### config.mk
export PLATFORM = sky130hd
export DESIGN_NAME = mux_arbiter
export DESIGN_NICKNAME = d
export VERILOG_FILES = /design/src/rtl/mux_arbiter.sv
export SDC_FILE = /design/constraint.sdc
export NUM_CORES = 1
export LEC_CHECK = 0
export ABC_AREA = 1
export CORE_MARGIN = 3
export CORE_UTILIZATION = 54
export CTS_CLUSTER_DIAMETER = 30
export DETAILED_ROUTE_END_ITERATION = 6
export GPL_TIMING_DRIVEN = 0
export PLACE_DENSITY = 0.78
export SYNTH_ARGS = -nofsm -noshare
export SYNTH_HDL_FRONTEND = slang
export SYNTH_SLANG_ARGS = --single-unit
### constraint.sdc
create_clock -name clk -period 1.5 [get_ports clk]
set_input_delay 0.3 -clock clk [delete_from_list [all_inputs] [get_ports clk]]
set_output_delay 0.3 -clock clk [all_outputs]
set_load 0.01 [all_outputs]
### src/rtl/mux_arbiter.sv
// mux_arbiter: round-robin owner of a shared 2:1 mux output with break-before-make handover
module mux_arbiter #(
  parameter int HOLD_MAX = 8,
  parameter int GUARD = 2
) (
  input  logic       clk,
  input  logic       notreset,
  input  logic [1:0] req,
  output logic [1:0] gnt,
  output logic       s,
  output logic       notoe,
  output logic       preempt,
  output logic [7:0] swcount
);
  typedef enum logic [1:0] {S_IDLE, S_GUARD, S_OWN} state_t;
  state_t state;
  logic last, nxt;
  logic [7:0] hold;
  logic [3:0] gcnt;
  always_ff @(posedge clk) begin
    if (!notreset) begin
      state <= S_IDLE;
      s <= 1'b0;
      notoe <= 1'b1;
      gnt <= 2'b00;
      preempt <= 1'b0;
      swcount <= 8'd0;
      last <= 1'b1;
      nxt <= 1'b0;
      hold <= 8'd0;
      gcnt <= 4'd0;
    end else begin
      preempt <= 1'b0;
      case (state)
        S_IDLE: if (req != 2'b00) begin
          nxt <= (req == 2'b11) ? ~last : req[1];
          gcnt <= 4'd0;
          state <= S_GUARD;
        end
        S_GUARD: begin
          gcnt <= gcnt + 4'd1;
          if (gcnt == 4'd0) s <= nxt;
          if (gcnt == 4'(GUARD - 1)) begin
            if (req[nxt]) begin
              state <= S_OWN;
              gnt <= nxt ? 2'b10 : 2'b01;
              notoe <= 1'b0;
              last <= nxt;
              swcount <= (swcount == 8'd255) ? swcount : swcount + 8'd1;
              hold <= 8'd0;
            end else state <= S_IDLE;
          end
        end
        S_OWN: begin
          if (hold < 8'(HOLD_MAX)) hold <= hold + 8'd1;
          // hold counts completed cycles, so the current one makes HOLD_MAX grant cycles
          if (!req[s] || (req[!s] && hold >= 8'(HOLD_MAX - 1))) begin
            gnt <= 2'b00;
            notoe <= 1'b1;
            if (req[!s]) begin
              nxt <= !s;
              gcnt <= 4'd0;
              state <= S_GUARD;
              preempt <= req[s];
            end else state <= S_IDLE;
          end
        end
        default: state <= S_IDLE;
      endcase
    end
  end
endmodule

==> impl_summary.md, run 1 <==
Synthesis
After synthesis, the cell types taking the most area are sky130_fd_sc_hd__dfxtp_1 (42%), sky130_fd_sc_hd__nand2_1 (14%), sky130_fd_sc_hd__a21oi_1 (7.3%), sky130_fd_sc_hd__nand3_1 (5.8%), sky130_fd_sc_hd__inv_1 (4.6%). Sequential cells were found to cover 42.3% of the synthesized design area. The largest family of logic cells by synthesized area is simple AND/OR/NAND/NOR gates. The simple-gate share of the synthesized area is 29.3%. The synthesized netlist devotes 12.2% of its cell area to compound gates. In this run, synthesis produced a sequential element count of 29. sky130_fd_sc_hd__dfxtp_1 takes more of the synthesized area than any other cell. The synthesized netlist cell count is 186. The synthesized design devotes to its leading area cell type 42.3% of total area. The adder-cell area share of the yosys netlist is 4.55%. After Yosys synthesis, XOR and XNOR cells account for 5.74% of the synthesized area. The post-synthesis mux area share is 0%. The cell area after synthesis is 0.00137 sq mm.

The number of nets handed over by synthesis was 195. The yosys synthesis warning count is 0. A synthesized cell averages 7.39 sq um. Synthesis instantiated 24 different standard cells from the library.

Clock tree
The worst-skew pair later-pin latency is 330 ps. TritonCTS built the clock tree. The CTS buffer count is 5.

The number of buffers on the longest clock path is 2. The root buffer cell is sky130_fd_sc_hd__clkbuf_4. Hold repair after CTS inserted 0 buffers. CTS built an H-tree with a depth of 2. The clock-pin slew reported for the worst setup and hold paths after clock tree synthesis is 90 ps. The clock net in this run drives a total of 29 sinks.

Timing
The maximum clock skew at final layout is 8.53 ps. The worst slew margin relative to its limit is 63.8%. Derived from the worst setup path, the maximum achievable clock frequency is 700 MHz.

The final cycle utilization of the critical path is 95.3%. The number of max-slew violations in the final report is 0. The count of final hold-check violations was 0. The setup violation total in the final timing report is 0.

For the pin with the worst max-slew slack, the measured transition is 543 ps. The shortest period the worst path allows is 1430 ps.

Pwr
The ratio of total power to cell area is 828 mW/mm^2. The net switching power figure is 0.403 mW. The internal cell power is 1.03 mW. The clock network is responsible for 31.8% of the overall power.

The sequential share of power is 56.7%. The static power due to leakage is 0.797 nW. Combinational cells account for 11.5% of the total power. The worst-case IR drop observed on VDD is 0.000672 V. The switching part of the total power is 28.2%.

Finish
The library cell used most frequently in the layout, excluding fill and tap cells, is sky130_fd_sc_hd__nand2_1. The post-route netlist has 20.0% of its cells at a drive strength greater than 1. Once layout is complete, the cells apart from fillers number 243. In the layout the commonest cells are sky130_fd_sc_hd__nand2_1 (51), sky130_fd_sc_hd__a21oi_1 (18), sky130_fd_sc_hd__dfxtp_1 (17), sky130_fd_sc_hd__inv_1 (16), sky130_fd_sc_hd__nand3_1 (13). The total number of nets in the final design is 223.

Compared with the post-synthesis result, the final layout area differs by 25.8%. The total non-filler cell area in the finished layout is 0.00173 sq mm. The layout has 173 filler cells. The number of antenna diodes is 0.

Floorplan
The floorplan core area is 0.00232 sq mm. The I/O pin total is 17. The die outline height is 56.4 microns. In this run the horizontal extent of the chip is 56.4 microns. The overall die area is 0.00319 sq mm. Once the floorplan was initialized, standard cells occupied 59.3% of the core. The number of rows created at floorplan is 17.

Detailed routing
Detailed routing placed a total of 120 microns of wire on met3. The first routing iteration left 33 violations. After detailed routing, the average wire length per cell comes to 13.1 microns. The detail route stage leaves a number of antenna-violating nets equal to 0. For this run, the detailed router's first-pass iteration total came to 4. After detailed routing, the number of remaining DRC violations is 0. In the routed layout, each cell is associated on average with a via count of 5.40. The total wire length is 3.18 mm.

After detailed routing, the wire length on met1 is 1.39 mm. The routed layout has 1312 vias. The top layer used by detailed routing is met4. The wire length on met2 is 1.59 mm.

Place
The count of buffers from port buffering is 16. At the end of routability-driven placement, the weighted congestion stood at 0.874. The total half-perimeter wirelength after legalization and detailed placement is 2.02 mm. After detailed placement, the total cell area comes to 0.00157 sq mm. The number of placed instances, taps included, is 230.

Setup path
The worst setup path is captured at a flop. Traced cell by cell, the critical path runs through ha_2 > nand2_2 > nand2_1 > o21bai_1 > nand3_2 > nand3_2 > nand2_1 > nand2_1 > nor2_1. The slowest stage of the critical path belongs to the cell sky130_fd_sc_hd__dfxtp_4. The worst setup path is launched from a flop. The worst endpoint required time is 1740 ps. The arrival time at the worst endpoint is 1670 ps. The maximum cell stage delay along the critical path is 360 ps.

Of all nets on the critical path, the largest fanout is 3. The cell repeated most along the worst path is sky130_fd_sc_hd__nand2_1. The category of the most critical setup path is flop to flop.

GRT
Entering global routing, the biggest net connects 11 pins. The number of antenna violations at the first check in global routing is 0. The global route total overflow is 0. The wire length of the first global-routing pass is 5.00 mm.

The overall global routing resource usage is 20.0%. The number of global-route vias before repair came to 1190.

Min path
The path class of the tightest hold or removal check is flop to flop.

Status
The run finished with clean final reports.

Job
Max-cap violations in this run came to 0.
layer usage:
layer | GRT usage (%) | up-vias
met5 | 0 | -
met2 | 32.7 | 34
met1 | 23.6 | 606
li1 | - | 664
met4 | 8.47 | 0
met3 | 7.13 | 8
what timing repair did:
action / in CTS / in global routing
gates cloned: 0 / 1
resized for setup: 24 / 20
endpoints found under the setup margin: 25 / 20
endpoints found under the hold margin: 0 / 0
setup buffers: 2 / 2
pin swaps: 0 / 6
through the flow:
stage               util (%)  TNS (ps)  power, mW  setup WS (ps)  hold slack [ps]
detailed placement      67.7     -8420      0.979           -423              432
floorplan                  -         0      0.927            101              384
global placement        67.7     -7990      0.975           -396              427
global route            74.5      -303       1.51          -59.4              447
finish                  74.5         0       1.43           70.7              445
CTS                     70.9         0       1.43           10.7              444
area by class of cell:
type / instances / area, sq um / area share (%)
Multi-Input combinational cell: 137 / 774 / 44.8
Timing Repair Buffer: 20 / 188 / 10.9
Sequential cell: 29 / 598 / 34.6
Inverter: 19 / 73.8 / 4.27
Clock buffer: 6 / 41.3 / 2.39
Tap cell: 28 / 35.0 / 2.03
Clock inverter: 2 / 10.0 / 0.579
Buffer: 2 / 7.51 / 0.434
logic make-up (layout without fill, tap and decap cells):
kind of cell,count (synthesis),after routing
AOI/OAI and AO/OA,30,31
xor gates and xnor gates,9,9
adders and majority gates,5,5
buffers and inverters,21,49
DFF,29,29
and+or+nand+nor,92,92
sequential cells by signal (all words and copies together) (netlist names):
name and flops:
notoe 1, s 1, gnt 2, last 1, preempt 1, hold 8, nxt 1, gcnt 4
swcount 8, state 2
cells in the mapped netlist:
master                     count
sky130_fd_sc_hd__nand2_1      52
sky130_fd_sc_hd__dfxtp_1      29
sky130_fd_sc_hd__a21oi_1      20
sky130_fd_sc_hd__inv_1        17
sky130_fd_sc_hd__nand3_1      16
sky130_fd_sc_hd__nor2_1       12
sky130_fd_sc_hd__o21ai_0       6
sky130_fd_sc_hd__ha_1          5
sky130_fd_sc_hd__xor2_1        5
sky130_fd_sc_hd__xnor2_1       4
sky130_fd_sc_hd__nand4_1       3
sky130_fd_sc_hd__nor3_1        3
sky130_fd_sc_hd__clkbuf_1      2
sky130_fd_sc_hd__nor2_2        2
sky130_fd_sc_hd__a21oi_2       1
sky130_fd_sc_hd__inv_2         1
sky130_fd_sc_hd__inv_4         1
sky130_fd_sc_hd__nand2_2       1
sky130_fd_sc_hd__nor3_4        1
sky130_fd_sc_hd__nor3b_1       1
sky130_fd_sc_hd__o21ai_1       1
sky130_fd_sc_hd__o21ai_4       1
sky130_fd_sc_hd__o21bai_1      1
sky130_fd_sc_hd__or2_2         1
power by group through the flow:
stage	clock [mW]	combinational (mW)	sequential, mW
6_report	0.455	0.164	0.811
4_1_cts	0.472	0.151	0.810
2_1_floorplan	0	0.100	0.827
5_1_grt	0.506	0.187	0.815
3_5_place_dp	0	0.151	0.828
3_3_place_gp	0	0.148	0.827
final timing paths:
kind                            slack, ps  endpoint    start  depth (start not counted)
worst max-delay path                   70       nxt  hold[0]                          9
worst min-delay path                  440   hold[6]  hold[6]                          2
worst min register to register        440   hold[6]  hold[6]                          2
worst max register to register         70       nxt  hold[0]                          9
critical path: cells and delay by family, from the launching register on:
family                   cells  cell delay (ps)
AO/OA/AOI/OAI                1              210
flip-flops                   1              360
adder cells (fa/ha/maj)      1              190
AND/OR/NAND/NOR              7              580
Note: power is estimated with default switching activity, not from simulation.
==> run 2: changes to the inputs <==
- CAP_MARGIN: unset -> 20
- TNS_END_PERCENT: unset -> 50
==> run 2 against run 1 <==
Largest power group unchanged. Non-clock buffer count increased by 1. Cell count increased by 0.41%. Critical path type unchanged. Sequential share of layout area is 0.69 points lower. Hold slack worse by 3.5 ps. Via count shrank 0.15%. Die area did not move. Critical endpoint unchanged. Flip-flop and latch count unchanged. Power is 1.1% higher. Routed wire length grew 0.66%. Critical path depth unchanged. Clock skew grew 6.4 ps. Clock power rose by 2%.
==> impl_summary.md, run 2 (synthesis results as in run 1) <==
Pwr
The internal cell power came to 1.03 mW (+0.39%). The worst-case vdd ir drop is 0.000680 V (+1.2%). The switching part of the total power was 28.7% (+0.53 points). The sequential share of power is 56.2% (-0.5 points). The net switching power figure is 0.415 mW (+3.0%). The ratio of total power to cell area is 820 mW/mm^2 (-0.87%). The share of total power in combinational logic is 11.8% (+0.3 points). The static power due to leakage was 0.807 nW (+1.2%). The share of total power in the clock network is 32.1% (+0.3 points).

Job
The number of maximum-capacitance violations is 0 (unchanged).

Timing
The setup total negative slack came to 0 ps (unchanged). The number of max-slew violations in the final report came to 0 (unchanged). The slew at the pin with the worst max-slew slack is 579 ps (+36.7 ps). The count of final hold-check violations is 0 (unchanged). The setup violation total in the final timing report is 0 (unchanged). The shortest period the worst path allows is 1430 ps (+5.60 ps). The final worst hold slack came to 441 ps (-3.52 ps).

The final cycle utilization of the critical path was 95.7% (+0.37 points). The slack of the critical path came to 65.1 ps (-5.60 ps). The highest clock rate is 697 MHz (-0.39%).

The maximum clock skew at final layout is 14.9 ps (+6.35 ps). The worst slew margin relative to its limit is 61.4% (-2.4 points).

Setup path
The category of the worst setup path capture point is a flop. The maximum fanout encountered on the critical timing path is 3 (unchanged). The critical path in this run is classified as flop to flop. STA classifies the critical path startpoint as a flop.

The worst endpoint required time is 1750 ps (about the same). The arrival time at the worst endpoint is 1680 ps (about the same).

Clock tree
The number of buffers on the longest clock path is 2 (unchanged). The CTS buffer count is 5 (unchanged). The clock tree from TritonCTS is built. The number of buffers inserted by hold repair at cts is 0 (unchanged).

The tree is rooted in a sky130_fd_sc_hd__clkbuf_4. The number of levels the H-tree was split into is 2 (unchanged). The clock net sink count is 29 (unchanged). The clock-pin slew reported for the worst setup and hold paths after clock tree synthesis is 100 ps (about the same). The worst-skew pair later-pin latency is 340 ps (about the same).

Place
The worst setup slack before clock tree synthesis came to -423 ps (unchanged). The number of instances in the placed design is 230 (unchanged). The total half-perimeter wirelength after legalization and detailed placement is 2.02 mm (unchanged). The count of buffers from port buffering was 16 (unchanged). The routability congestion estimate came to 0.874 (unchanged).

Min path
The classification of the worst-slack hold path is primary input to flop.

Detailed routing
The number of iterations in the first detailed-routing pass is 4 (unchanged). The number of vias per cell came to 5.37 (-0.56%). The mean routed wirelength per cell was 13.1 microns (+0.25%). The via count is 1310 (-0.15%). The total wire length is 3.20 mm (+0.66%).

The initial detailed-routing violation count was 42 (+27%). The residual antenna-violating net count after detailed routing is 0 (unchanged). The remaining routing DRC violations is 0 (unchanged).

Finish
Compared with the post-synthesis result, the final layout area differs by 28.3%. The top cell types in the final layout, fill and taps aside, are sky130_fd_sc_hd__nand2_1 (50), sky130_fd_sc_hd__dfxtp_1 (17), sky130_fd_sc_hd__a21oi_1 (16), sky130_fd_sc_hd__inv_1 (15), sky130_fd_sc_hd__nand3_1 (13). The proportion of layout cells with a drive suffix above 1 is 22.7% (+2.7 points).

The largest registers in the layout are hold: 8 flops, swcount: 8 flops, gcnt: 4 flops. Leaving out fill and tap cells, the most frequent cell in the layout is sky130_fd_sc_hd__nand2_1. The number of antenna diodes was 0 (unchanged). The total number of nets in the final design was 224 (+0.45%). The final cell count without fillers is 244 (+0.41%).

Floorplan
The floorplan core area was 0.00232 sq mm (unchanged). The overall die width is 56.4 microns (unchanged). The I/O pin total is 17 (unchanged).

The effective utilization at floorplan was 59.3% (unchanged). The die outline height was 56.4 microns (unchanged). The overall die area came to 0.00319 sq mm (unchanged). The number of rows created at floorplan came to 17 (unchanged).

GRT
The number of global-route vias before repair is 1187 (-0.25%). The maximum number of pins on one net before global-route repair is 11 (unchanged). The global route total overflow is 0 (unchanged). The wire length of the first global-routing pass was 4.95 mm (-0.82%). The number of antenna violations at the first check in global routing is 0 (unchanged). The overall global routing resource usage was 19.9% (-0.19 points).

Status
The flow ran to the end, and the final reports show no timing, DRC or antenna violations.
==> run 2: timing repair <==
action	CTS	global route
gates resized for setup	22	29
pin swaps	0	9
gates cloned	0	1
setup buffers	0	5
setup endpoints to repair	25	26
==> run 2: worst paths after layout <==
check | from | to | slack (ps) | cells past startpoint
hold reg to reg | hold[4] | hold[4] | 440 | 2
hold / removal | req[1] | preempt | 440 | 5
setup reg to reg | hold[0] | nxt | 70 | 9
setup / recovery | hold[0] | nxt | 70 | 9
==> run 2: final cells by class <==
| class | instances | area (sq um) |
|---|---|---|
| clock inverters | 2 | 10.0 |
| flip-flops and latches | 29 | 598 |
| multi-input cells | 137 | 802 |
| plain buffers | 2 | 7.51 |
| fillers | 169 | 556 |
| well taps | 28 | 35.0 |
| clock buffers | 6 | 41.3 |
| inverters | 19 | 73.8 |
| repair buffers | 21 | 195 |
==> run 2: worst max-delay path, stage by stage, from the launching register on <==
cell                       delay [ps]
sky130_fd_sc_hd__dfxtp_4          360
sky130_fd_sc_hd__ha_2             190
sky130_fd_sc_hd__nand2_2           70
sky130_fd_sc_hd__nand2_1           50
sky130_fd_sc_hd__o21bai_1         210
sky130_fd_sc_hd__nand3_2          180
sky130_fd_sc_hd__nand3_2          130
sky130_fd_sc_hd__nand2_1           60
sky130_fd_sc_hd__nand2_1           50
sky130_fd_sc_hd__nor2_1            40
==> run 2: power groups by stage <==
stage	combinational (mW)	clock (mW)	sequential [mW]
after detailed placement	0.151	0	0.828
after floorplan	0.100	0	0.827
after global routing	0.194	0.507	0.816
after CTS	0.147	0.472	0.811
final	0.170	0.464	0.812
after global placement	0.148	0	0.827
==> run 2: metal layers <==
layer / global-route usage (%) / up-vias / part of all wire (%)
li1: - / 668 / -
met1: 23.4 / 597 / 43
met2: 32.3 / 38 / 49
met3: 7.13 / 7 / 5.8
met4: 8.14 / 0 / 2.1
met5: 0 / - / 0
==> run 2: per-stage QoR <==
stage          util, %  total power, mW  area [sq um]
4_1_cts           69.8             1.43          1620
3_5_place_dp      67.7            0.979          1570
3_3_place_gp      67.7            0.975          1570
6_report          76.0             1.45          1760
2_1_floorplan        -            0.927          1370
5_1_grt           76.0             1.52          1760
